### src/rtl/electron_nest_top.sv
// Scaled-copy compute tile: boots five config words from the load channel, then copies
// N words from src to dst multiplied by M, repeating R passes over the dst buffer.
package electron_nest_pkg;
    localparam int unsigned WidthData  = 32;
    localparam int unsigned WidthIndex = 12;

    typedef struct packed {
        logic                  v;
        logic                  a;
        logic                  r;
        logic                  c;
        logic [WidthIndex-1:0] i;
        logic [WidthData-1:0]  d;
    } FTk_t;

    typedef struct packed {
        logic n;
        logic t;
        logic v;
        logic c;
    } BTk_t;
endpackage

module electron_nest_top
    import electron_nest_pkg::*;
#(
    parameter int unsigned WIDTH_DATA   = 32,
    parameter int unsigned WIDTH_EXADDR = 32,
    parameter int unsigned WIDTH_INDEX  = 12
) (
    input  logic                    clock,
    input  logic                    reset,
    input  logic                    I_Boot,
    output logic                    O_Ld_Req,
    output logic [WIDTH_EXADDR-1:0] O_Ld_Addr,
    input  FTk_t                    I_Ld_FTk,
    output BTk_t                    O_Ld_BTk,
    output logic                    O_St_Req,
    output logic [WIDTH_EXADDR-1:0] O_St_Addr,
    output FTk_t                    O_St_FTk,
    input  BTk_t                    I_St_BTk
);

    typedef enum logic [2:0] {
        StIdle,
        StHdr,
        StCfg,
        StLdReq,
        StLdWait,
        StSt,
        StDone
    } state_e;

    state_e                state_q;
    logic                  hdr_cnt_q;
    logic [2:0]            cfg_cnt_q;
    logic [WIDTH_DATA-1:0] cfg_src_q;
    logic [WIDTH_DATA-1:0] cfg_dst_q;
    logic [WIDTH_DATA-1:0] cfg_n_q;
    logic [WIDTH_DATA-1:0] cfg_m_q;
    logic [WIDTH_DATA-1:0] cfg_r_q;
    logic [WIDTH_DATA-1:0] k_q;
    logic [WIDTH_DATA-1:0] p_q;

    logic [WIDTH_DATA-1:0] passes;
    logic [WIDTH_DATA-1:0] ld_base;
    logic [WIDTH_DATA-1:0] mul_lo;
    logic                  last_k;
    logic                  last_p;
    logic                  unused_inputs;

    // A pass count of zero behaves as a single pass.
    assign passes  = (cfg_r_q == '0) ? WIDTH_DATA'(1) : cfg_r_q;
    assign last_k  = (k_q == cfg_n_q - WIDTH_DATA'(1));
    assign last_p  = (p_q == passes - WIDTH_DATA'(1));
    assign ld_base = (p_q == '0) ? cfg_src_q : cfg_dst_q;
    assign mul_lo  = I_Ld_FTk.d * cfg_m_q;

    assign O_Ld_BTk      = '0;
    assign unused_inputs = ^{I_Boot, I_Ld_FTk.r, I_Ld_FTk.c, I_Ld_FTk.i,
                             I_St_BTk.t, I_St_BTk.v, I_St_BTk.c};

    always_ff @(posedge clock or posedge reset) begin
        if (reset) begin
            state_q   <= StIdle;
            hdr_cnt_q <= 1'b0;
            cfg_cnt_q <= '0;
            cfg_src_q <= '0;
            cfg_dst_q <= '0;
            cfg_n_q   <= '0;
            cfg_m_q   <= '0;
            cfg_r_q   <= '0;
            k_q       <= '0;
            p_q       <= '0;
            O_Ld_Req  <= 1'b0;
            O_Ld_Addr <= '0;
            O_St_Req  <= 1'b0;
            O_St_Addr <= '0;
            O_St_FTk  <= '0;
        end else begin
            case (state_q)
                StIdle: begin
                    if (I_Ld_FTk.v && I_Ld_FTk.a) begin
                        hdr_cnt_q <= 1'b0;
                        state_q   <= StHdr;
                    end
                end
                StHdr: begin
                    if (I_Ld_FTk.v) begin
                        hdr_cnt_q <= 1'b1;
                        if (hdr_cnt_q) begin
                            cfg_cnt_q <= '0;
                            state_q   <= StCfg;
                        end
                    end
                end
                StCfg: begin
                    if (I_Ld_FTk.v) begin
                        cfg_cnt_q <= cfg_cnt_q + 3'd1;
                        case (cfg_cnt_q)
                            3'd0: cfg_src_q <= I_Ld_FTk.d;
                            3'd1: cfg_dst_q <= I_Ld_FTk.d;
                            3'd2: cfg_n_q   <= I_Ld_FTk.d;
                            3'd3: cfg_m_q   <= I_Ld_FTk.d;
                            default: begin
                                cfg_r_q <= I_Ld_FTk.d;
                                k_q     <= '0;
                                p_q     <= '0;
                                if (cfg_n_q == '0) begin
                                    state_q <= StDone;
                                end else begin
                                    O_Ld_Req  <= 1'b1;
                                    O_Ld_Addr <= WIDTH_EXADDR'(cfg_src_q);
                                    state_q   <= StLdReq;
                                end
                            end
                        endcase
                    end
                end
                StLdReq: begin
                    O_Ld_Req <= 1'b0;
                    state_q  <= StLdWait;
                end
                StLdWait: begin
                    if (I_Ld_FTk.v) begin
                        O_St_Req   <= 1'b1;
                        O_St_Addr  <= WIDTH_EXADDR'(cfg_dst_q + k_q);
                        O_St_FTk.v <= 1'b1;
                        O_St_FTk.a <= 1'b0;
                        O_St_FTk.c <= 1'b0;
                        O_St_FTk.r <= last_k && last_p;
                        O_St_FTk.i <= WIDTH_INDEX'(k_q);
                        O_St_FTk.d <= mul_lo;
                        state_q    <= StSt;
                    end
                end
                StSt: begin
                    // Store outputs stay frozen until the sink accepts (n=0).
                    if (!I_St_BTk.n) begin
                        O_St_Req <= 1'b0;
                        O_St_FTk <= '0;
                        if (!last_k) begin
                            k_q       <= k_q + WIDTH_DATA'(1);
                            O_Ld_Req  <= 1'b1;
                            O_Ld_Addr <= WIDTH_EXADDR'(ld_base + k_q + WIDTH_DATA'(1));
                            state_q   <= StLdReq;
                        end else if (!last_p) begin
                            p_q       <= p_q + WIDTH_DATA'(1);
                            k_q       <= '0;
                            O_Ld_Req  <= 1'b1;
                            O_Ld_Addr <= WIDTH_EXADDR'(cfg_dst_q);
                            state_q   <= StLdReq;
                        end else begin
                            state_q <= StDone;
                        end
                    end
                end
                default: begin
                    // StDone and unused encodings: park until reset.
                end
            endcase
        end
    end

endmodule

### config.mk
export PLATFORM = sky130hd
export DESIGN_NAME = electron_nest_top
export DESIGN_NICKNAME = d
export VERILOG_FILES = /design/src/rtl/electron_nest_top.sv
export SDC_FILE = /design/constraint.sdc
export NUM_CORES = 2
export LEC_CHECK = 0
export ABC_AREA = 1
export CAP_MARGIN = 25
export CORE_ASPECT_RATIO = 1.75
export CORE_MARGIN = 5
export CORE_UTILIZATION = 34
export CTS_BUF_LIST = sky130_fd_sc_hd__clkbuf_16
export DETAILED_ROUTE_END_ITERATION = 7
export SLEW_MARGIN = 20
export SYNTH_ARGS = -nofsm -noshare
export SYNTH_HDL_FRONTEND = slang
export SYNTH_SLANG_ARGS = --single-unit
export TNS_END_PERCENT = 5
### constraint.sdc
create_clock -name clock -period 16.15 [get_ports clock]
set_clock_uncertainty 0.15 [all_clocks]
set_input_delay 2.4225 -clock clock [delete_from_list [all_inputs] [get_ports clock]]
set_output_delay 2.4225 -clock clock [all_outputs]
set_load 0.02 [all_outputs]
# Word-level counts from Yosys, hierarchy flattened
# Index checks and enable logic that the tools add are counted.
[totals]
inputBits = 55
mem_bits_ro = 0
latchBits = 0
out_inout_bits = 118
register_bits = 345
ramBits = 0
wordCells = 128
mem_count = 0
[classes]
reduce_logical = 28
shifts = 0
bitwise_logic = 1
n_lt_le_gt_ge = 0
n_eq_ne = 21
muxes = 49
n_addsub = 8
multipliers = 1
div_mod_pow = 0
[op_table]
columns = ["cell", "count"]
rows = [
  ["$mux 32", 16],
  ["$pmux 32 s2", 3],
  ["$add 32x1->32 const B", 3],
  ["$logic_not 32->1", 3],
  ["$mux 48", 2],
  ["$pmux 48 s2", 1],
  ["$add 32x32->32", 2],
  ["$eq 32x32->1", 2],
  ["$sub 32x1->32 const B", 2],
  ["$mux 3", 13],
  ["$mul 32x32->32", 1],
  ["$reduce_and 3->1", 7],
  ["$ne 2x2->1 const B", 10],
  ["$pmux 3 s6", 1],
  ["$reduce_and 6->1", 3],
  ["$eq 3x2->1 const B", 4],
  ["$mux 1", 9],
  ["$reduce_and 8->1", 1],
  ["$reduce_bool 2->1", 4],
  ["$eq 3x1->1 const B", 2],
  ["$eq 3x3->1 const B", 2],
  ["$logic_not 3->1", 2],
  ["$pmux 3 s2", 1],
  ["$reduce_bool 6->1", 1],
  ["11 further kinds", 13],
]

# Depth between registers and ports, before layout
[logic_depth]
word_depth = 8
mapped_depth = 33
ltp_nobuf = 31

# Least setup slack after synthesis
# No wires, ideal clock.
[synth_path]
kind = "input to register"
from = "input port I_Ld_FTk[9] (netlist bit)"
to = "register O_St_FTk[30] (netlist bit)"
path_buffers = 2
required_ps = 15877
path_slack_ps = 7252
t_arrival_ps = 8625
setup_ps = 123
cell_stages = 30
cell_sequence = "clkbuf_1 -> clkbuf_1 -> nand2_1 -> fa_1 -> inv_1 -> fa_1 -> fa_1 -> inv_1 -> fa_1 -> inv_1 -> fa_1 -> inv_1 -> fa_1 -> inv_1 -> fa_1 -> fa_1 -> ha_1 -> nand2_1 -> nor4_1 -> nand4_1 -> nand3_1 -> nand3_1 -> nand2_1 -> nand3_1 -> nand2_1 -> nand2_1 -> o21ai_0 -> a21oi_1 -> o21ai_0 -> nand2_1"
[synth_between]
elab_chain_len = 3
[synth_lines]
columns = ["item", "line_no", "text"]
rows = [
  ["start: declaration", "36", "input FTk_t I_Ld_FTk,"],
  ["$mul 32x32->32", "77", "assign mul_lo = I_Ld_FTk.d * cfg_m_q;"],
  ["$mux 48", "145", "if (I_Ld_FTk.v) begin"],
  ["$pmux 48 s2", "101", "case (state_q)"],
  ["end: declaration", "40", "output FTk_t O_St_FTk,"],
]
# No other way between the ends. The select of a mux whose other input is x is not followed.
# A chain may end at the register's enable or synchronous reset.

# Worst setup path in the final report
# Ends and elaborated chain as after synthesis.

==> impl_metrics.env <==
export IMPL_setup_tns_ns=0
export IMPL_route_detailed_drc=0
export IMPL_slew_headroom_pct=27.7
export IMPL_n_fill_cell=11900
export IMPL_cts_reportedPaths_clkPinSlew_ns=0.06
export IMPL_finalWorstPathRequiredPeriod_ns=9.95
export IMPL_synthTopCellsByCount="1625 x nand2_1, 952 x inv_1, 410 x fa_1"
export IMPL_multiInputGateArea_sq_um=25200
export IMPL_wirelength_microns=138000
export IMPL_worstMarginPinSlew_ns=1.08
export IMPL_yosys_most_used_dff="dfrtp_1"
export IMPL_yosys_area_top_type="dfrtp_1"
export IMPL_ys_async_sr_fraction_pct=100
export IMPL_cap_violations=0
export IMPL_critPathKind="in2reg"
export IMPL_core_sq_um=113000
export IMPL_path_max_fanout=25
export IMPL_instances_no_fill=6768
export IMPL_status="complete, no violations"
export IMPL_h_tree_depth=2
export IMPL_vias=33700
export IMPL_overflow=0
export IMPL_dr_pass1_iters=7
export IMPL_ys_warn_count=0
export IMPL_syn_area_sq_um=38400
export IMPL_synth_edf_count=0
export IMPL_dieArea_sq_um=120000
export IMPL_grt_max_degree=92
export IMPL_yosys_top_cells_area="dfrtp_1 22%, fa_1 21%, nand2_1 16%, inv_1 9.3%, ha_1 6.4%"
export IMPL_hpwl_microns=106000
export IMPL_hold_violations=0
export IMPL_postCtsSetupBuffers=0
export IMPL_wl_per_cell_microns=20.3
export IMPL_timing_final_crit_share_pct=61.6
export IMPL_final_nets=5917
export IMPL_cts_tree="done"
export IMPL_postSynthAreaPerCell_sq_um=7.31
export IMPL_cpMaxStageDelayCell="fa_1"
export IMPL_final_cell_area_sq_um=42400
export IMPL_drt_initial_drc_count=2292
export IMPL_syn_instance_count=5255
export IMPL_cts_path_max_buffers=3
export IMPL_rsz0062_at_grt="false"
export IMPL_cts_resized=0
export IMPL_yosysMostFrequentCell="nand2_1"
export IMPL_grt_pass1_vias=34500
export IMPL_routed_via_density=4.98
export IMPL_ys_seq_area_share_pct=22.3
export IMPL_pre_cts_slack_ns=5.70
export IMPL_setup_slack_ns=6.20
export IMPL_regArea_sq_um=8560
export IMPL_critPathMaxStageDelay_ns=0.54
export IMPL_worst_path_most_repeated_cell="fa_1"
export IMPL_area_growth_pct=10.3
export IMPL_cts_hold_buffers=0
export IMPL_clock_sinks=342
export IMPL_setup_viol=0
export IMPL_grt_usage_pct=22.6
export IMPL_ys_ff_latch=342
export IMPL_yosysTopAreaCellShare_pct=22.3
export IMPL_ir_drop_uv=73.4
export IMPL_slew_viol_final=0
export IMPL_startpoint_type="input pin"
export IMPL_place_area_sq_um=41200
export IMPL_required_ns=16.47
export IMPL_min_path_type="reg2reg"
export IMPL_final_layout_size_suffix_gt1_share_pct=3.54
export IMPL_grt_pass1_wl_microns=209000
export IMPL_rows=163
export IMPL_pin_count=173
export IMPL_clk_latency_ns=0.61
export IMPL_grt_antenna_before_repair=2
export IMPL_start_util_pct=34.1
export IMPL_ant_nets=0
export IMPL_die_w_microns=264
export IMPL_dpl_cell_count=6703
export IMPL_p_leak_uw=0.0230
export IMPL_max_freq_mhz=101
export IMPL_synth_distinct_cells=50
export IMPL_numCtsBuffers=36
export IMPL_cp_arrival_ns=10.26
export IMPL_die_h_microns=455
export IMPL_end_kind="flop"
export IMPL_gp_congestion=0.963
export IMPL_cts_root_buf="clkbuf_16"
export IMPL_power_density_nw_per_um2=46.1
export IMPL_io_buffers=148
==> path summary, 6_finish.rpt <==
path | startpoint | endpoint | slack (ns) | cells past startpoint
setup / recovery | I_Ld_FTk[9] | O_St_FTk[30] | 6.20 | 30
hold / removal | O_Ld_Addr[8] | O_Ld_Addr[8] | 0.33 | 2
setup reg to reg | cfg_m_q[9] | O_St_FTk[30] | 8.05 | 29
hold reg to reg | O_Ld_Addr[8] | O_Ld_Addr[8] | 0.33 | 2
max in group asynchronous | reset | p_q[23] | 10.75 | 5
min in group asynchronous | reset | O_St_Addr[11] | 2.15 | 2
==> registers in the layout (all words and copies together), names as in the netlist, 3 cells and up <==
signal     count
O_Ld_Addr     32
cfg_m_q       32
cfg_cnt_q      3
cfg_src_q     32
cfg_n_q       32
O_St_Addr     32
k_q           32
cfg_dst_q     32
p_q           32
O_St_FTk      45
state_q        3
cfg_r_q       32
==> critical path, delay by kind of cell <==
kind                     cells  cell delay (ns)
adder cells (fa/ha/maj)      9             4.29
buffers and inverters        7             1.19
AO/OA/AOI/OAI                3             0.48
AND/OR/NAND/NOR             11             1.78
==> metrics by stage <==
stage / utilization, % / total power, uW / hold slack [ns]
5_1_grt: 37.6 / 2020 / 0.349
6_report: 37.6 / 1950 / 0.330
3_3_place_gp: 36.6 / 1130 / 0.316
2_1_floorplan: - / 1030 / 0.303
4_1_cts: 37.6 / 1980 / 0.333
3_5_place_dp: 36.6 / 1130 / 0.316
==> cell usage in the layout (no fill, tap or decap), types with 12 or more instances in the layout <==
master,netlist,final
xnor2_1,89,89
nand2_2,10,12
o21ai_0,256,256
ha_1,196,196
inv_1,952,954
buf_4,17,55
nor2_1,338,331
nor2_4,6,13
dfrtp_1,342,339
fa_1,410,410
nand4_1,88,88
nand3_1,154,153
or2_2,17,17
clkbuf_16,0,37
nor3_1,79,79
xor2_1,156,156
a21oi_1,156,156
nor4_1,26,26
clkdlybuf4s50_1,0,146
nand2_1,1625,1623
==> power breakdown <==
| group | total, uW | internal, uW | switching, uW |
|---|---|---|---|
| sequential | 906 | 876 | 30.1 |
| combinational | 209 | 60.5 | 149 |
| clock | 838 | 450 | 388 |
==> layer usage <==
layer | track usage, % | vias up | part of all wire (%)
li1 | - | 15900 | -
met2 | 42.2 | 1057 | 52
met5 | 0 | - | 0
met3 | 2.74 | 390 | 5.1
met4 | 15.3 | 0 | 8.4
met1 | 23.7 | 16400 | 34
==> final cells by class <==
| cell class | count | area share (%) |
|---|---|---|
| inverters | 958 | 8.51 |
| multi-input cells | 3710 | 59.6 |
| diodes | 1 | 0.00591 |
| clock buffers | 37 | 2.19 |
| flip-flops and latches | 342 | 20.2 |
| clock inverters | 27 | 0.452 |
| repair buffers | 208 | 4.66 |
| well taps | 1485 | 4.39 |
==> cells by family after synthesis <==
| family | Yosys count | share of synthesized area [%] |
|---|---|---|
| and+or+nand+nor | 2382 | 25.4 |
| buffers and inverters | 1208 | 12.2 |
| adders and majority gates | 606 | 27.8 |
| AOI/OAI and AO/OA | 465 | 6.41 |
| DFF | 342 | 22.3 |
| xor gates and xnor gates | 251 | 5.91 |
| other | 1 | 0.00977 |
No activity file was read; power rests on OpenSTA's default activity.
